[src/rtl/cfg_seq_if.sv]
// Handshake bundle for cfg_seq: host write channel, datapath issue channel
// and the datapath completion pulse.
//   slave  - the sequencer side
//   master - the host/datapath environment side
interface cfg_seq_if #(
    parameter int CFG_BW = 55
);
    logic [CFG_BW-1:0] cfg_in;
    logic              cfg_in_valid;
    logic              cfg_in_ready;
    logic [CFG_BW-1:0] cfg_out;
    logic              cfg_out_valid;
    logic              cfg_out_ready;
    logic              done_i;

    modport slave (
        input  cfg_in, cfg_in_valid,
        output cfg_in_ready,
        output cfg_out, cfg_out_valid,
        input  cfg_out_ready, done_i
    );

    modport master (
        output cfg_in, cfg_in_valid,
        input  cfg_in_ready,
        input  cfg_out, cfg_out_valid,
        output cfg_out_ready, done_i
    );
endinterface

[src/rtl/cfg_seq.sv]
// cfg_seq: configuration sequencer in front of the PE-array controller.
// Buffers packed config words in a FIFO and replays each one nt times,
// writing the iteration index into the t field and waiting for done_i
// between issues. Idle (proc 0), zero-length (nt 0) and illegal entries
// are dropped one per cycle; illegal proc codes set the sticky err_illegal.
//
// Build option: define CFG_SEQ_SPARSE_EN to make the sparse proc codes
// 4..6 legal. Without it those codes are treated as illegal.
//
// Word layout, MSB to LSB: proc[4], nt, t, func[2], cnt0, cnt1, cnt2, n1.
module cfg_seq #(
    parameter int NUM_PE = 16,
    parameter int MAX_N  = 256,
    parameter int MAX_M  = 256,
    parameter int DEPTH  = 8
) (
    input  logic                         clk,
    input  logic                         rst,
    input  logic                         flush,
    cfg_seq_if.slave                     bus,
    output logic                         busy,
    output logic [$clog2(DEPTH+1)-1:0]   fifo_count,
    output logic                         err_illegal
);

    localparam int N1_BW    = $clog2(MAX_N);
    localparam int T_BW     = $clog2(MAX_M);
    localparam int NT_BW    = $clog2(MAX_M + 1);
    localparam int CNT_BW   = $clog2((MAX_N > MAX_M) ? MAX_N : MAX_M);
    localparam int CFG_BW   = 4 + NT_BW + T_BW + 2 + 3 * CNT_BW + N1_BW;
    localparam int PTR_BW   = $clog2(DEPTH);
    localparam int CNT_W    = $clog2(DEPTH + 1);
    localparam int T_LSB    = N1_BW + 3 * CNT_BW + 2;
    localparam int NT_LSB   = T_LSB + T_BW;
    localparam int PROC_LSB = NT_LSB + NT_BW;

    // The FIFO pointers rely on natural wrap-around.
    if (DEPTH < 2 || (DEPTH & (DEPTH - 1)) != 0 || NUM_PE < 1) begin : g_param_check
        $error("cfg_seq: DEPTH must be a power of two >= 2 and NUM_PE >= 1");
    end

    typedef enum logic [1:0] {
        S_IDLE,
        S_ISSUE,
        S_WAIT
    } state_t;

    state_t            state;
    logic [T_BW-1:0]   iter;

    logic [CFG_BW-1:0] mem [DEPTH];
    logic [PTR_BW-1:0] wr_ptr;
    logic [PTR_BW-1:0] rd_ptr;

    logic [CFG_BW-1:0] head;
    logic [CFG_BW-1:0] head_t0;
    logic [3:0]        head_proc;
    logic [NT_BW-1:0]  head_nt;
    logic              head_legal;
    logic              head_illegal;
    logic              head_skip;
    logic              last_iter;
    logic              push;
    logic              pop;

    assign head      = mem[rd_ptr];
    assign head_proc = head[PROC_LSB +: 4];
    assign head_nt   = head[NT_LSB +: NT_BW];

    // Legal proc codes for this build; sparse modes only when enabled.
    always_comb begin
        // NOTE: assign a default before any conditional update so no path leaves the signal unassigned (which would infer a latch).
        head_legal = (head_proc >= 4'd1) && (head_proc <= 4'd3);
`ifdef CFG_SEQ_SPARSE_EN
        head_legal = head_legal || ((head_proc >= 4'd4) && (head_proc <= 4'd6));
`else
        head_legal = head_legal;
`endif
    end

    // Head word as first issued: t forced to iteration 0.
    always_comb begin
        head_t0                   = head;
        head_t0[T_LSB +: T_BW]    = '0;
    end

    assign head_illegal = !head_legal && (head_proc != 4'd0);
    assign head_skip    = !head_legal || (head_nt == '0);
    assign last_iter    = (NT_BW'(iter) + NT_BW'(1)) == head_nt;

    assign bus.cfg_in_ready = fifo_count < CNT_W'(DEPTH);
    assign busy             = (state != S_IDLE) || (fifo_count != '0);

    assign push = bus.cfg_in_valid && bus.cfg_in_ready;
    assign pop  = ((state == S_IDLE) && (fifo_count != '0) && head_skip) ||
                  ((state == S_WAIT) && bus.done_i && last_iter);

    // FIFO storage write.
    always_ff @(posedge clk) begin
        // NOTE: storage is deliberately not reset; the pointers and count define which slots are valid.
        if (push) begin
            mem[wr_ptr] <= bus.cfg_in;
        end
    end

    // FIFO pointers and occupancy; rst and flush override any push or pop.
    always_ff @(posedge clk) begin
        // NOTE: sequential state uses non-blocking assignments so every register samples pre-edge values.
        if (rst || flush) begin
            wr_ptr     <= '0;
            rd_ptr     <= '0;
            fifo_count <= '0;
        end else begin
            if (push) begin
                wr_ptr <= wr_ptr + PTR_BW'(1);
            end
            if (pop) begin
                rd_ptr <= rd_ptr + PTR_BW'(1);
            end
            case ({push, pop})
                2'b10:   fifo_count <= fifo_count + CNT_W'(1);
                2'b01:   fifo_count <= fifo_count - CNT_W'(1);
                default: fifo_count <= fifo_count;
            endcase
        end
    end

    // Issue FSM with registered cfg_out/cfg_out_valid; err_illegal survives flush.
    always_ff @(posedge clk) begin
        if (rst || flush) begin
            state             <= S_IDLE;
            iter              <= '0;
            bus.cfg_out       <= '0;
            bus.cfg_out_valid <= 1'b0;
            if (rst) begin
                err_illegal <= 1'b0;
            end
        end else begin
            case (state)
                S_IDLE: begin
                    if (fifo_count != '0) begin
                        if (head_skip) begin
                            if (head_illegal) begin
                                err_illegal <= 1'b1;
                            end
                        end else begin
                            iter              <= '0;
                            bus.cfg_out       <= head_t0;
                            bus.cfg_out_valid <= 1'b1;
                            state             <= S_ISSUE;
                        end
                    end
                end
                S_ISSUE: begin
                    if (bus.cfg_out_ready) begin
                        bus.cfg_out_valid <= 1'b0;
                        state             <= S_WAIT;
                    end
                end
                S_WAIT: begin
                    if (bus.done_i) begin
                        if (last_iter) begin
                            state <= S_IDLE;
                        end else begin
                            iter                          <= iter + T_BW'(1);
                            bus.cfg_out[T_LSB +: T_BW]    <= iter + T_BW'(1);
                            bus.cfg_out_valid             <= 1'b1;
                            state                         <= S_ISSUE;
                        end
                    end
                end
                default: begin
                    state <= S_IDLE;
                end
            endcase
        end
    end

endmodule

[src/flat_wrapper.sv]
// flat-port wrapper written by rule: the top's interface ports become plain ports
module cfg_seq_flat 
#(
    parameter int NUM_PE = 16,
    parameter int MAX_N  = 256,
    parameter int MAX_M  = 256,
    parameter int DEPTH  = 8
)
  (clk, rst, flush, busy, fifo_count, err_illegal, bus_cfg_in, bus_cfg_in_valid, bus_cfg_in_ready, bus_cfg_out, bus_cfg_out_valid, bus_cfg_out_ready, bus_done_i);
  cfg_seq_if #(.CFG_BW((55))) bus_i ();
  input  logic clk;
  input  logic rst;
  input  logic flush;
  output logic busy;
  output logic [$clog2(DEPTH+1)-1:0] fifo_count;
  output logic err_illegal;
  input wire logic [$bits(bus_i.cfg_in)-1:0] bus_cfg_in;
  input wire logic [$bits(bus_i.cfg_in_valid)-1:0] bus_cfg_in_valid;
  output wire logic [$bits(bus_i.cfg_in_ready)-1:0] bus_cfg_in_ready;
  output wire logic [$bits(bus_i.cfg_out)-1:0] bus_cfg_out;
  output wire logic [$bits(bus_i.cfg_out_valid)-1:0] bus_cfg_out_valid;
  input wire logic [$bits(bus_i.cfg_out_ready)-1:0] bus_cfg_out_ready;
  input wire logic [$bits(bus_i.done_i)-1:0] bus_done_i;
  assign bus_i.cfg_in = bus_cfg_in;
  assign bus_i.cfg_in_valid = bus_cfg_in_valid;
  assign bus_cfg_in_ready = bus_i.cfg_in_ready;
  assign bus_cfg_out = bus_i.cfg_out;
  assign bus_cfg_out_valid = bus_i.cfg_out_valid;
  assign bus_i.cfg_out_ready = bus_cfg_out_ready;
  assign bus_i.done_i = bus_done_i;
  cfg_seq #(.NUM_PE(NUM_PE), .MAX_N(MAX_N), .MAX_M(MAX_M), .DEPTH(DEPTH)) u_core (.clk(clk), .rst(rst), .flush(flush), .bus(bus_i), .busy(busy), .fifo_count(fifo_count), .err_illegal(err_illegal));
endmodule
[config.mk]
export PLATFORM = sky130hd
export DESIGN_NAME = cfg_seq_flat
export DESIGN_NICKNAME = d
export VERILOG_FILES = /design/src/rtl/cfg_seq_if.sv /design/src/rtl/cfg_seq.sv /design/src/flat_wrapper.sv
export SDC_FILE = /design/constraint.sdc
export NUM_CORES = 1
export LEC_CHECK = 0
export CAP_MARGIN = 20
export CORE_ASPECT_RATIO = 0.7
export CORE_UTILIZATION = 55
export CTS_BUF_LIST = sky130_fd_sc_hd__clkbuf_2 sky130_fd_sc_hd__clkbuf_4 sky130_fd_sc_hd__clkbuf_8
export CTS_CLUSTER_SIZE = 40
export DETAILED_ROUTE_END_ITERATION = 6
export DONT_BUFFER_PORTS = 1
export PLACE_DENSITY_LB_ADDON = 0.25
export SLEW_MARGIN = 20
export SYNTH_ARGS = -nofsm -noshare
export SYNTH_HDL_FRONTEND = slang
export SYNTH_SLANG_ARGS = --single-unit
export TNS_END_PERCENT = 5
[constraint.sdc]
create_clock -name clk -period 11.5 [get_ports clk]
set_input_delay 1.15 -clock clk [delete_from_list [all_inputs] [get_ports clk]]
set_output_delay 1.15 -clock clk [all_outputs]
set_load 0.02 [all_outputs]
# Word level (Yosys, flattened, before mapping)
# Memory sizes are Yosys's and may differ from the RTL's. A register that Yosys moved wholly into a read port is not among the register bits.
# Index checks and enable logic that the tools add are counted.
# W data, S select, Z words.
[word_totals] register_bits=77 mem_bits_rw=440 input_bits=61 out_inout_bits=63 wordCells=91 memories=1
[memory_table] memory="u_core.mem" depth=8 width=55 rd=1 rd_clocked_by_memory_dff=1 write_ports=1 line="cfg_seq.sv:51" text="logic [CFG_BW-1:0] mem [DEPTH];"
[op_classes] add_sub_neg=6 n_lt_le_gt_ge=3 n_eq_ne=11 muxes=31 bitwise_logic=1 n_reduce_logical=29
[ops] cell="$mux W42" n=2
[ops] cell="$mux W8" n=4
[ops] cell="$pmux W8 S2" n=2
[ops] cell="$mux W1" n=14
[ops] cell="$reduce_bool A2 Y1" n=7
[ops] cell="$ne A2 B2 Y1 const B" n=5
[ops] cell="$reduce_and A5 Y1" n=2
[ops] cell="$add A8 B1 Y9 const B" n=1
[ops] cell="$eq A9 B9 Y1" n=1
[ops] cell="$logic_not A9 Y1" n=1
[ops] cell="$add A8 B1 Y8 const B" n=1
[ops] cell="$mux W2" n=4
[ops] cell="$pmux W4 S2" n=1
[ops] cell="$reduce_bool A4 Y1" n=2
[ops] cell="$logic_and A1 B1 Y1" n=7
[ops] cell="$add A3 B1 Y3 const B" n=2
[ops] cell="$mux W3" n=2
[ops] cell="$pmux W2 S3" n=1
[ops] cell="$reduce_and A6 Y1" n=1
[ops] cell="$add A4 B1 Y4 const B" n=1
[ops] cell="$eq A2 B1 Y1 const B" n=2
[ops] cell="$eq A2 B2 Y1 const B" n=2
[ops] cell="$ge A4 B1 Y1 const B" n=1
[ops] cell="$le A4 B2 Y1 const B" n=1
[ops] cell="other kinds (11)" n=14

# Depth between registers and ports, before layout
# Gate-level depths: netlist of the first run.
[logic_depth] depth_word=9 depth_mapped=17 depth_no_buf=15

# Worst setup path after synthesis of the first run
# Ideal clock, no wire load.
[synth_timing] path_kind="input port to flip-flop" start="input port bus_cfg_in_valid" end="memory u_core.mem[0][0] (enable)" setup_time_ns=0.510 t_arrival_ns=4.772 t_required_ns=10.990 path_slack_ns=6.218 cell_stages=3 path_buffers=0 cell_sequence="nor2b_1 nand2b_1 nor3_1"
[synth_via] elab_chain_cells=3
[synth_rtl] item="from (decl)" line="flat_wrapper.sv:18" text="input wire logic [$bits(bus_i.cfg_in_valid)-1:0] bus_cfg_in_valid;"
[synth_rtl] item="$logic_and A1 B1 Y1" line="cfg_seq.sv:94" text="assign push = bus.cfg_in_valid && bus.cfg_in_ready;"
[synth_rtl] item="$mux W1" line="cfg_seq.sv:101" text="if (push) begin"
[synth_rtl] item="$mux W1 (implied by the code)" line="cfg_seq.sv:102" text="mem[wr_ptr] <= bus.cfg_in;"
[synth_rtl] item="to (decl)" line="cfg_seq.sv:51"
# Every way passes these cells.

==> results of run 1 <==
## layout make-up
type                            count  area (µm²)
Inverter                            8        30.0
Clock buffer                      105        1250
Timing Repair Buffer               12        90.1
Fill cell                        2116       11400
Clock inverter                     14        63.8
Multi-Input combinational cell    428        4320
Sequential cell                   448       12800
Tap cell                          412         515
## worst reg2reg max path, delay by kind of cell (launching register included)
| kind | cells | cell delay [ps] |
|---|---|---|
| AOI/OAI and AO/OA | 5 | 1370 |
| and+or+nand+nor | 5 | 1160 |
| buffers and inverters | 1 | 940 |
| DFF | 1 | 790 |
| adders and majority gates | 2 | 520 |
| xor gates and xnor gates | 2 | 350 |
## logic make-up after synthesis
group           share of synthesized area (%)
compound gates                           4.51
simple gates                             4.41
flops                                    73.8
xor+xnor                                0.507
buf+inv                                  1.50
fa+ha+maj                               0.435
mux                                      14.8
## sequential cells by signal (all words and copies together), names as in the netlist, named ones only
| name | count |
|---|---|
| u_core.iter | 6 |
| u_core.rd_ptr | 3 |
| u_core.wr_ptr | 3 |
| u_core.err_illegal | 1 |
| u_core.bus.cfg_out_valid | 1 |
| u_core.bus.cfg_out | 49 |
| u_core.fifo_count | 4 |
| u_core.state | 2 |
| u_core.mem | 376 |
## metal layers
metal / vias up / global-route usage [%]
li1: 3835 / -
met1: 4350 / 31.8
met2: 264 / 32.5
met3: 59 / 6.15
met4: 0 / 7.93
met5: - / 0
## cells in the mapped netlist (5+ instances only)
| cell | n |
|---|---|
| nand3_1 | 6 |
| or3_1 | 5 |
| nor3b_1 | 7 |
| dfxtp_1 | 71 |
| a22o_1 | 5 |
| xor2_1 | 6 |
| buf_6 | 5 |
| nor3_1 | 11 |
| mux4_2 | 86 |
| o22ai_1 | 6 |
| inv_1 | 7 |
| mux2_2 | 8 |
| mux2i_1 | 51 |
| buf_2 | 12 |
| nand2_1 | 26 |
| clkbuf_1 | 20 |
| nand2b_1 | 5 |
| buf_1 | 8 |
| nor2b_1 | 6 |
| o21ai_0 | 7 |
| ha_1 | 6 |
| a21oi_1 | 15 |
| a211oi_1 | 44 |
| nor2_1 | 74 |
| edfxtp_1 | 377 |
## power breakdown
group / switching, µW / internal (µW) / leakage [µW] / total, µW
Sequential: 20.8 / 1780 / 0.00400 / 1800
Combinational: 73.6 / 58.1 / 0.00111 / 132
Clock: 578 / 690 / 0.000709 / 1270
Total: 673 / 2530 / 0.00582 / 3200
## through the flow
stage          utilization (%)  instances  hold slack [ps]  instance area (µm²)  setup slack (ps)
2_1_floorplan                -        930              446                17300              6220
3_3_place_gp              58.2       1308              466                17700              6330
3_5_place_dp              58.2       1308              459                17700              6240
4_1_cts                   62.5       1427              480                19000              6220
5_1_grt                   62.5       1427              520                19000              5720
6_report                  62.5       1427              482                19000              6290
## worst max path at each step
| stage | slack [ps] | to | startpoint | cells after the start |
|---|---|---|---|---|
| after floorplan | 6220 | u_core.mem[0][0]$_DFFE_PP_ | bus_cfg_in_valid | 3 |
| after global placement | 6330 | u_core.fifo_count[2]$_SDFFE_PN0P_ | register | 14 |
| after detailed placement | 6240 | u_core.fifo_count[2]$_SDFFE_PN0P_ | register | 14 |
| after CTS | 6220 | u_core.fifo_count[2]$_SDFFE_PN0P_ | register | 14 |
| after global routing | 5720 | u_core.fifo_count[2]$_SDFFE_PN0P_ | register | 15 |
| final | 6290 | u_core.fifo_count[2]$_SDFFE_PN0P_ | register | 15 |
==> results_dict.tcl, run 1 <==
set metrics [dict create \
    outcome "finished, final reports clean" \
    totalPowerFinal_uw 3200 \
    syn_nets 997 \
    crit_family "compound AO/OA/AOI/OAI gates" \
    crit_type "register to register" \
    worst_pin_slew_ps 1060 \
    synth-async-reset-ratio_pct 0 \
    top_layer "met4" \
    synth_top_area_share_pct 65.6 \
    min_from "u_core.rd_ptr[1]$_SDFFE_PN0N_" \
    place_congestion 0.871 \
    drc_errors 0 \
    cap_violations 0 \
    core_um2 30400 \
    p_leak_uw 0.00582 \
    cts_sinks 448 \
    crit_buf_inv 1 \
    wl_met2_um 15200 \
    rows 53 \
    synth_edf_count 377 \
    clkSlewWorstSetupHoldPaths_ps 60 \
    cts_tree "yes" \
    cp_data_arrival_time_ps 5720 \
    drt_wl_total_um 33600 \
    htreeDepth 3 \
    synth_top_flop_cell "edfxtp_1" \
    cts_resized 0 \
    grt_pass1_wl_um 51500 \
    ctsHoldBuffers 0 \
    syn-instance-count 930 \
    max_slew_margin_pct 29.2 \
    synth_area_leaders "edfxtp_1, mux4_2, dfxtp_1" \
    crit_chain "buf_4, nand2_1, o22ai_1, or4_1, nand4_1, a2111oi_4, nand2_2, o21ai_1, ha_1, xor2_1, ha_1, a21oi_1, xor2_1, or3_1, a21oi_1" \
    r2r_cells 15 \
    grt_pass1_vias 8730 \
    dp_hpwl_um 17600 \
    cp_max_fo 51 \
    fin_crit_sh_pct 45.3 \
    synth-seq-area-share_pct 73.8 \
    synth.largest_area_cell "edfxtp_1" \
    avgSynthCellArea_um2 18.6 \
    crit_required_ps 12020 \
    via_per_inst 5.96 \
    clk_latency_ps 610 \
    wl_met3_um 2510 \
    start_util_pct 56.7 \
    routedWlPerCell_um 23.6 \
    port_buffers 0 \
    postRouteAntennaNets 0 \
    hold_viol_final 0 \
    grt_max_degree 90 \
    numCtsBuffers 67 \
    clockBufferDepth 3 \
    cts-root-buf "clkbuf_8" \
    setup_violations 0 \
    die-area_um2 32100 \
    die_h_um 150 \
    power.density_nw_per_um2 168 \
    synth-warning-count 0 \
    cp-start-kind "register" \
    antenna_found_initial 0 \
    timing.rr.end "u_core.fifo_count[2]$_SDFFE_PN0P_" \
    cp_slowest_cell "buf_4" \
    die_w_um 214 \
    fin_nets 1032 \
    post_route_cells_drive_above_1_share_pct 23.8 \
    io-pin-count 124 \
    drt_iter0_drc 615 \
    hp-class "register to register" \
    final_cell_mix "edfxtp_1, mux4_2, clkbuf_8, nor2_1, dfxtp_1" \
    hold_depth 2 \
    post_cts_buffers 0 \
    fmax_mhz 192 \
    peakVddDrop_v 0.000116 \
    finalClockSkew_ps 24.9 \
    critPathCaptureType "register" \
    areaGrowthSynthToFinish_pct 10.2 \
    grt_usage_pct 22.1 \
    synth_area_um2 17300 \
    finalMaxSlewViolations 0 \
    wl_met1_um 15200 \
    slowest_delay_ps 900 \
    vias 8508 \
    regToRegSetupSlack_ps 6290 \
    grt_overflow 0 \
    firstDrtPassIters 5 \
    synth-seq-cells 448 \
    mostFrequentLayoutCell "edfxtp_1" \
    ys_types 58 \
    rsz0062_at_grt "false" \
    antenna_cells 0 \
    period_needed_ps 5210 \
    fin_setup_tns_ps 0 \
]
Power figures use the tool's default switching activity.
==> run 2: changes to the inputs <==
Clock period 11.5 ns to 5.2 ns, I/O delays scaled along.
==> run 2 against run 1 <==
  * Wire length is 1.8% higher
  * Sequential share of layout area is 2.0 points lower
  * First-iteration DRC count is 20% higher
  * Critical path type unchanged
  * Critical endpoint unchanged
  * Largest power group unchanged
  * Highest routed layer is now met5
==> results_dict.tcl, run 2 (same netlist as run 1, synthesis figures left out) <==
set metrics [dict create \
    routedWlPerCell_um 23.0 \
    nFillCells 2069 \
    drt_iter0_drc 740 \
    finalClockSkew_ps 42.9 \
    die_h_um 150 \
    cp_max_fo 45 \
    dp_hpwl_um 20000 \
    outcome "finished, final reports clean" \
    worst_pin_slew_ps 996 \
    clockBufferDepth 3 \
    via_per_inst 5.96 \
    setup_violations 0 \
    crit_required_ps 5750 \
    fin_nets 1081 \
    largest_reg_flops 376 \
    cts_resized 0 \
    clk_latency_ps 630 \
    cts-root-buf "clkbuf_8" \
    hold_viol_final 0 \
    dp_cells 1316 \
    post_route_cells_drive_above_1_share_pct 23.1 \
    combPwrFrac_pct 5.0 \
    final_cell_mix "edfxtp_1, mux4_2, clkbuf_8, nor2_1, dfxtp_1" \
    cp_slowest_cell "buf_4" \
    start_util_pct 56.7 \
    power.density_nw_per_um2 370 \
    numCtsBuffers 61 \
    hp-class "primary input to register" \
    layoutNonFillerInstCount 1485 \
    grt_max_degree 52 \
    areaGrowthSynthToFinish_pct 13.7 \
    antenna_found_initial 6 \
    critPathCaptureType "register" \
    cell_internal_pwr_uw 5710 \
    max_slew_margin_pct 33.4 \
    fmax_mhz 219 \
    rsz0062_at_grt "false" \
    grt_usage_pct 22.4 \
    fin_crit_sh_pct 87.6 \
    placed_area_um2 17800 \
    fin_setup_tns_ps 0 \
    die_w_um 214 \
    cp-start-kind "register" \
    crit_chain "buf_4, nand2_1, o22ai_1, or4_1, nand4_1, a2111oi_4, nand2_2, o21ai_1, ha_1, xor2_1, ha_1, a21oi_1, xor2_1, or3_1, a21oi_1" \
    period_needed_ps 4560 \
    cp_data_arrival_time_ps 5110 \
    clkSlewWorstSetupHoldPaths_ps 70 \
    switching_power_uw 1540 \
    port_buffers 0 \
    grt_pass1_vias 8795 \
    cts_sinks 448 \
    vias 8851 \
    cts_tree "yes" \
    firstDrtPassIters 5 \
    die-area_um2 32100 \
    p_leak_uw 0.00608 \
    clkPwrFrac_pct 40.1 \
    switching_share_pct 21.3 \
    fin_area_um2 19600 \
    grt_overflow 0 \
    mostFrequentLayoutCell "edfxtp_1" \
    core_um2 30400 \
    peakVddDrop_v 0.000246 \
    place_congestion 0.852 \
    drt_wl_total_um 34200 \
    cap_violations 0 \
    crit_type "register to register" \
    top_regs "u_core.mem (376), u_core.bus.cfg_out (49), u_core.iter (6)" \
    totalPowerFinal_uw 7260 \
    io-pin-count 124 \
    grt_pass1_wl_um 52800 \
    drc_errors 0 \
    htreeDepth 2 \
    seqPwrFrac_pct 54.9 \
    slowest_delay_ps 610 \
    largest_register "u_core.mem" \
    rows 53 \
    finalMaxSlewViolations 0 \
    postRouteAntennaNets 0 \
]
-- run 2: cell type report --
type / count / area [µm²] / area share [%]
well taps: 412 / 515 / 2.63
multi-input cells: 428 / 4320 / 22.0
flip-flops and latches: 448 / 12800 / 65.0
diodes: 6 / 15.0 / 0.0765
inverters: 8 / 30.0 / 0.153
repair buffers: 67 / 621 / 3.16
clock buffers: 81 / 1050 / 5.33
clock inverters: 35 / 322 / 1.64
-- run 2: metal layers --
metal,global-route usage (%),part of all wire (%),vias up
met4,5.57,1.6,2
met1,33.4,44,4533
met5,0,0.038,-
met3,4.96,7.2,54
li1,-,-,3950
met2,34.0,47,312
-- run 2: metrics by stage --
step | utilization (%) | hold slack (ps) | setup WS, ps
floorplan | - | 446 | 548
global placement | 58.4 | 476 | 706
detailed placement | 58.4 | 483 | 639
CTS | 64.4 | 55.6 | 647
global route | 64.5 | 69.9 | 318
finish | 64.5 | 97.5 | 643
-- run 2: final timing paths --
| path | start | end | slack (ps) | depth (start not counted) |
|---|---|---|---|---|
| min | rst | u_core.err_illegal$_DFFE_PP_ | 100 | 1 |
| min reg2reg | u_core.wr_ptr[0]$_SDFFE_PN0P_ | u_core.wr_ptr[0]$_SDFFE_PN0P_ | 490 | 2 |
| max reg2reg | register | u_core.fifo_count[2]$_SDFFE_PN0P_ | 640 | 15 |
| max | register | u_core.fifo_count[2]$_SDFFE_PN0P_ | 640 | 15 |
-- run 2: repair_timing --
item | 4_1_cts | 5_1_grt
buffers inserted | 0 | 0
endpoints found under the hold margin | 376 | 0
endpoints found under the setup margin | 0 | 0
hold buffers | 47 | 0
-- run 2: power by group through the flow --
stage / Sequential (µW) / Clock, µW / Combinational (µW)
floorplan: 4050 / 0 / 242
global placement: 4060 / 0 / 297
detailed placement: 4060 / 0 / 300
CTS: 3990 / 2960 / 366
global route: 3990 / 3110 / 400
finish: 3990 / 2910 / 364
-- run 2: critical path: cells and delay by family (launching register included) --
kind / cells / cell delay (ps)
adder cells (fa/ha/maj): 2 / 510
AO/OA/AOI/OAI: 5 / 1350
buffers and inverters: 1 / 610
AND/OR/NAND/NOR: 5 / 1050
flip-flops: 1 / 580
XOR/XNOR: 2 / 330
